### config.mk
export PLATFORM = sky130hd
export DESIGN_NAME = fetch_stage
export DESIGN_NICKNAME = d
export VERILOG_FILES = /design/src/rtl/fetch_stage.sv
export SDC_FILE = /design/constraint.sdc
export NUM_CORES = 1
export LEC_CHECK = 0
export ABC_AREA = 1
export CAP_MARGIN = 25
export CORE_MARGIN = 10
export CORE_UTILIZATION = 60
export CTS_BUF_LIST = sky130_fd_sc_hd__clkbuf_16
export DETAILED_ROUTE_END_ITERATION = 8
export PLACE_DENSITY = 0.85
export SYNTH_ARGS = -nofsm -noshare
export SYNTH_HDL_FRONTEND = slang
export SYNTH_SLANG_ARGS = --single-unit
### constraint.sdc
create_clock -name clk -period 18.8 [get_ports clk]
set_clock_uncertainty 0.2 [all_clocks]
set_input_delay 4.7 -clock clk [delete_from_list [all_inputs] [get_ports clk]]
set_output_delay 4.7 -clock clk [all_outputs]
set_load 0.03 [all_outputs]
### src/rtl/fetch_stage.sv
// Instruction fetch stage with prefetch queue and IF/ID register for the 5-stage MIPS pipeline.
// Optional FETCH_PERF_EN adds saturating stall/bubble counters.
module fetch_stage #(
  parameter logic [31:0] RESET_PC = 32'h0000_0000,
  parameter int          DEPTH    = 2
) (
  input  logic        clk,
  input  logic        rst,
  input  logic        StallD,
  input  logic        PCSrcD,
  input  logic [31:0] PCBranchD,
  output logic        imem_req,
  output logic [31:0] imem_addr,
  input  logic        imem_gnt,
  input  logic        imem_rvalid,
  input  logic [31:0] imem_rdata,
  output logic [31:0] InstrD,
  output logic [31:0] PCPlus4D,
  output logic        ValidD
`ifdef FETCH_PERF_EN
  ,
  output logic [31:0] stall_cnt,
  output logic [31:0] bubble_cnt
`endif
);

  localparam int CW = $clog2(DEPTH + 1);
  localparam int PW = $clog2(DEPTH);

  logic [31:0]   pc_f;
  logic [CW-1:0] outstanding, discard, q_cnt;
  logic [PW-1:0] q_rd, q_wr, t_rd, t_wr;
  logic [31:0]   q_instr [DEPTH];
  logic [31:0]   q_pc    [DEPTH];
  logic [31:0]   tag_pc  [DEPTH];

  logic          redir, grant, deliver, q_empty;
  logic          pop_q, push_q, bypass, starve;
  logic [CW:0]   inflight;
  logic [31:0]   resp_pc;

  always_comb begin
    redir     = PCSrcD & ~StallD;
    inflight  = {1'b0, outstanding} + {1'b0, q_cnt};
    imem_req  = ~rst & ~redir & (inflight < (CW+1)'(DEPTH));
    imem_addr = pc_f;
    grant     = imem_req & imem_gnt;
    // A response arriving in the redirect cycle belongs to the old path.
    deliver   = imem_rvalid & (discard == '0) & ~redir;
    q_empty   = (q_cnt == '0);
    pop_q     = ~StallD & ~redir & ~q_empty;
    bypass    = ~StallD & ~redir & q_empty & deliver;
    starve    = ~StallD & ~redir & q_empty & ~deliver;
    push_q    = deliver & ~bypass;
    resp_pc   = tag_pc[t_rd];
  end

  // Payload storage needs no reset; occupancy is tracked by the counters below.
  always_ff @(posedge clk) begin
    if (!rst && grant)
      tag_pc[t_wr] <= pc_f;
    if (!rst && !redir && push_q) begin
      q_instr[q_wr] <= imem_rdata;
      q_pc[q_wr]    <= resp_pc;
    end
  end

  always_ff @(posedge clk) begin
    if (rst) begin
      pc_f        <= RESET_PC;
      outstanding <= '0;
      discard     <= '0;
      t_rd        <= '0;
      t_wr        <= '0;
      q_rd        <= '0;
      q_wr        <= '0;
      q_cnt       <= '0;
      ValidD      <= 1'b0;
      InstrD      <= '0;
      PCPlus4D    <= '0;
    end else begin
      if (grant)
        t_wr <= t_wr + PW'(1);
      if (imem_rvalid)
        t_rd <= t_rd + PW'(1);
      outstanding <= outstanding + CW'(grant) - CW'(imem_rvalid);

      if (redir)
        pc_f <= PCBranchD;
      else if (grant)
        pc_f <= pc_f + 32'd4;

      if (redir)
        discard <= outstanding - CW'(imem_rvalid);
      else if (imem_rvalid && discard != '0)
        discard <= discard - CW'(1);

      if (redir) begin
        q_rd  <= '0;
        q_wr  <= '0;
        q_cnt <= '0;
      end else begin
        if (push_q)
          q_wr <= q_wr + PW'(1);
        if (pop_q)
          q_rd <= q_rd + PW'(1);
        q_cnt <= q_cnt + CW'(push_q) - CW'(pop_q);
      end

      if (redir || starve) begin
        ValidD <= 1'b0;
        InstrD <= '0;
      end else if (pop_q) begin
        ValidD   <= 1'b1;
        InstrD   <= q_instr[q_rd];
        PCPlus4D <= q_pc[q_rd] + 32'd4;
      end else if (bypass) begin
        ValidD   <= 1'b1;
        InstrD   <= imem_rdata;
        PCPlus4D <= resp_pc + 32'd4;
      end
    end
  end

`ifdef FETCH_PERF_EN
  always_ff @(posedge clk) begin
    if (rst) begin
      stall_cnt  <= '0;
      bubble_cnt <= '0;
    end else begin
      if (StallD && stall_cnt != 32'hFFFF_FFFF)
        stall_cnt <= stall_cnt + 32'd1;
      if (starve && bubble_cnt != 32'hFFFF_FFFF)
        bubble_cnt <= bubble_cnt + 32'd1;
    end
  end
`endif

endmodule
# After elaboration in Yosys (flattened, before gate mapping)
# Memories as Yosys holds them, arrays and structs flattened. A register that Yosys moved wholly into a read port is not among the register bits.
# Index checks and enable logic that the tools add are counted.
# Widths: inputs -> output; s select.
[word_totals] word_cells=84 mem_bits_rw=192 reg_bits=107 n_memories=3 in_bits=70 output_inout_bits=98
[classes] reduce_logical=16 mux=20 magnitude_cmp=1 add_sub_neg=14 bitwise_logic=19
[mem_list] name="q_instr" depth=2 word_bits=32 read_ports=1 rd_ports_with_merged_regs=1 wr=1 line_no="33" rtl="logic [31:0] q_instr [DEPTH];"
[mem_list] name="q_pc" depth=2 word_bits=32 read_ports=1 rd_ports_with_merged_regs=1 wr=1 line_no="34" rtl="logic [31:0] q_pc [DEPTH];"
[mem_list] name="tag_pc" depth=2 word_bits=32 read_ports=1 rd_ports_with_merged_regs=1 wr=1 line_no="35" rtl="logic [31:0] tag_pc [DEPTH];"
[op_table] op="$mux 32" count=6
[op_table] op="$add 32x3->32 const B" count=3
[op_table] op="$and 1x1->1" count=12
[op_table] op="$mux 1" count=12
[op_table] op="$reduce_bool 2->1" count=4
[op_table] op="$not 1->1" count=7
[op_table] op="$sub 2x1->2" count=3
[op_table] op="$add 1x1->1 const B" count=4
[op_table] op="$add 2x1->2" count=2
[op_table] op="$logic_and 1x1->1" count=4
[op_table] op="$logic_not 2->1" count=2
[op_table] op="$mux 2" count=2
[op_table] op="$reduce_or 2->1" count=2
[op_table] op="$add 2x2->3" count=1
[op_table] op="$lt 3x2->1 const B" count=1
[op_table] op="$logic_not 1->1" count=2
[op_table] op="$reduce_and 2->1" count=1
[op_table] op="$sub 2x1->2 const B" count=1
[op_table] op="$logic_or 1x1->1" count=1

# Depth between registers and ports, before layout
[logic_depth] depth_word=11 mapped_depth=17 depth_no_buf=15

# Worst setup path before layout
# No wires, ideal clock.
[synth_path] kind="input -> register" start="input StallD" end="memory q_instr[1][0] (enable)" setup_slack_ps=8385 stages=6 arrival_time_ps=9650 setup_ps=565 cell_sequence="inv_1 nand2_1 inv_1 nor3_1 inv_1 nor3_1"
[synth_via] elab_chain_len=11
[synth_rtl] element="from (decl)" line_no="9" rtl="input logic StallD,"
[synth_rtl] element="$not 1->1 *" line_no="43, 52"
[synth_rtl] element="$and 1x1->1" line_no="43" rtl="redir = PCSrcD & ~StallD;"
[synth_rtl] element="$not 1->1" line_no="49, 52"
[synth_rtl] element="$and 1x1->1 (3 in series)" line_no="52" rtl="bypass = ~StallD & ~redir & q_empty & deliver;"
[synth_rtl] element="$not 1->1" line_no="54" rtl="push_q = deliver & ~bypass;"
[synth_rtl] element="$and 1x1->1" line_no="54"
[synth_rtl] element="$logic_and 1x1->1 *" line_no="62" rtl="if (!rst && !redir && push_q) begin"
[synth_rtl] element="$mux 1 *" line_no="62"
[synth_rtl] element="$mux 1 (not written as such) *" line_no="63" rtl="q_instr[q_wr] <= imem_rdata;"
[synth_rtl] element="to (decl)" line_no="33"
# Mark *: on every way between the ends. The rest lies on a longest branch, timed or not.

# Worst setup path in the final report
[layout_path] start="input rst" end="output imem_req"
[layout_via] elab_chain_len=3
[layout_rtl] element="from (decl)" line_no="8" rtl="input logic rst,"
[layout_rtl] element="$not 1->1" line_no="45" rtl="imem_req = ~rst & ~redir & (inflight < (CW+1)'(DEPTH));"
[layout_rtl] element="$and 1x1->1 (2 in series)" line_no="45"
[layout_rtl] element="to (decl)" line_no="12" rtl="output logic imem_req,"
# Every way passes these cells.

==> metrics.yaml <==
logic_synthesis:
  syn_area_sq_um: 13600
  synth.distinct_cells: 44
  yosysWarnings: 0
  syn_inst: 1515
  avgSynthCellArea_sq_um: 8.96
  synthesis.nets: 1594
  ys_seq_elements: 301
  synth-seq-area-share_pct: 58.5
timing:
  maxSlewHeadroom_pct: 29.5
  setup_viol: 0
  rsz0062_at_grt: "no"
  fmax_ghz: 0.0838
  hold_viol: 0
  timing.final.crit_share_pct: 63.4
  timing.final.ws_setup_ps: 6870
  slew_violations: 0
  period_needed_ps: 11930
  fin_setup_tns_ps: 0
  worst_slew_pin_slew_ps: 1060
floorplanning:
  die_x_microns: 170
  io_pins: 168
  rows: 54
  initial_utilization_pct: 61.6
  die_h_microns: 170
  core_sq_um: 22000
  dieArea_sq_um: 29000
worst_setup_path:
  critPathLaunchType: "input port"
  crit_path_end_kind: "output pin"
  worst_path_max_delay_cell: "clkdlybuf4s50_1"
  worstPathMaxFanout: 51
  worstPathRequired_ps: 13900
  max_stage_delay_ps: 710
  criticalPathCategory: "in -> out"
  crit_path_cell_trace: "clkdlybuf4s50_1, buf_4, inv_1, buf_4, nand2_2, nor3_4, clkdlybuf4s50_1"
  crit_arrival_ps: 7030
power_and_ir_drop:
  p_per_area_nw_per_um2: 93.5
  ir_drop_mv: 0.0801
  power_mw: 1.52
  leakage_nw: 6.24
route:
  via_per_inst: 5.64
  drc_errors: 0
  wl_per_cell_microns: 17.3
  num_vias: 11100
  first_pass_iters: 5
  antenna_left: 0
  drtIter0Drc: 1104
  wl_mm: 34.0
cts:
  cts_resized: 0
  cts.repair_timing.setup_buffer_count: 0
  tritoncts: "done"
  clkSlewWorstSetupHoldPaths_ps: 60
  cts_inserted_buffers: 30
  cts_max_level: 1
  root_buffer: "clkbuf_16"
  clockBufferDepth: 3
  postCtsHoldBufs: 0
  clock-sinks: 301
  clkLatencyLatePin_ps: 560
place:
  post-place-ws_ps: 6860
  routabilityCongestion: 0.917
  io_buffer_count: 167
  dp_hpwl_mm: 22.3
global_routing:
  grt_pass1_vias: 10800
  grt_pass1_wl_mm: 53.8
  grt_start_max_net_pins: 92
  grt_antenna_before_repair: 0
  grt_overflow_total: 0
  grt_usage_pct: 22.7
finish:
  synthToLayoutAreaGrowth_pct: 19.8
  drive_gt1_share_pct: 7.13
  antenna_cells: 0
  final_cell_mix: "nand2_1 (525), edfxtp_1 (192), clkdlybuf4s50_1 (167), inv_1 (112), dfxtp_1 (108)"
  nets: 1739
  layout_commonest_cell: "nand2_1"
run:
  cap_violations: 0
status:
  status: "finished, final reports clean"
worst_hold_path:
  hold_class: "reg -> reg"
logic make-up after synthesis:
| group | Yosys count | synth area share (%) |
|---|---|---|
| buf+inv | 175 | 5.60 |
| fa+ha+maj | 9 | 0.885 |
| simple gates | 802 | 24.9 |
| mux | 2 | 0.166 |
| xor+xnor | 14 | 0.903 |
| compound gates | 212 | 9.00 |
| flops | 301 | 58.5 |
path summary, 6_finish.rpt:
check | start | endpoint | slack [ps] | depth (start not counted)
setup / recovery | rst | imem_req | 6870 | 7
hold reg to reg | InstrD[10] | InstrD[10] | 270 | 2
setup reg to reg | register | PCPlus4D[12] | 15180 | 13
hold / removal | InstrD[10] | InstrD[10] | 270 | 2
metal layers:
layer	share of wire [%]	track usage [%]	wire (microns)	vias up
li1	-	-	-	5341
met1	41	28.8	13900	5196
met2	48	38.2	16300	482
met3	9.2	5.28	3130	49
met4	1.9	6.48	655	0
met5	0	0	0	-
sequential cells by signal, indices dropped and copies added (netlist names), named ones only:
name,count
q_instr,64
q_pc,64
tag_pc,64
InstrD,32
PCPlus4D,32
imem_addr,32
discard,2
outstanding,2
q_cnt,2
ValidD,1
q_rd,1
q_wr,1
t_rd,1
t_wr,1
report_power, final:
group | internal, mW | switching [mW]
logic | 0.0774 | 0.148
registers | 0.737 | 0.0203
clock network | 0.295 | 0.242
total | 1.11 | 0.410
critical path, delay by kind of cell:
| kind | cells | cell delay [ps] |
|---|---|---|
| buffers and inverters | 5 | 1850 |
| and+or+nand+nor | 2 | 460 |
Yosys cell counts:
cell / n / area (sq um)
nor2_2: 9 / 56.3
nor2_1: 103 / 387
nand4_1: 11 / 68.8
o221ai_1: 1 / 8.76
nand3b_1: 2 / 15.0
nand3_1: 84 / 420
nor2_8: 1 / 20.0
mux2_2: 2 / 22.5
a21oi_2: 1 / 8.76
buf_2: 16 / 80.1
buf_1: 5 / 18.8
a311oi_1: 1 / 8.76
clkbuf_1: 35 / 131
inv_6: 1 / 8.76
or2_2: 4 / 25.0
a31oi_1: 11 / 68.8
o31ai_1: 1 / 7.51
buf_8: 2 / 30.0
o21ai_0: 67 / 335
inv_1: 101 / 379
nand2_4: 1 / 11.3
inv_2: 5 / 18.8
nor3_4: 1 / 16.3
a21oi_1: 72 / 360
nor3b_1: 1 / 7.51
nor3_2: 1 / 10.0
buf_4: 5 / 37.5
xnor2_1: 8 / 70.1
and2_1: 2 / 12.5
fa_1: 1 / 20.0
nor3_1: 18 / 90.1
nand2_1: 525 / 1970
dfxtp_1: 109 / 2180
nand2_2: 32 / 200
edfxtp_1: 192 / 5770
buf_6: 5 / 56.3
ha_1: 8 / 100
o21ai_1: 5 / 25.0
o211ai_1: 41 / 308
nor2_4: 5 / 56.3
xor2_1: 6 / 52.6
nor4_1: 2 / 12.5
o21bai_1: 9 / 67.6
a211oi_1: 3 / 22.5
area by class of cell:
type,count,area (sq um)
Multi-Input combinational cell,1039,4890
Inverter,107,407
Clock buffer,31,776
Timing Repair Buffer,181,1780
Fill cell,1526,5770
Tap cell,280,350
Clock inverter,25,110
Sequential cell,301,7950
metrics by stage:
stage                     hold slack [ps]  cell area [sq um]  utilization [%]  cells
after CTS                             264              16300             73.8   1964
after global routing                  282              16300             73.8   1964
after floorplan                       240              13600                -   1515
after global placement                252              15400             69.8   1908
after detailed placement              254              15400             69.8   1908
final                                 265              16300             73.8   1964
Note: power is estimated with default switching activity, not from simulation.
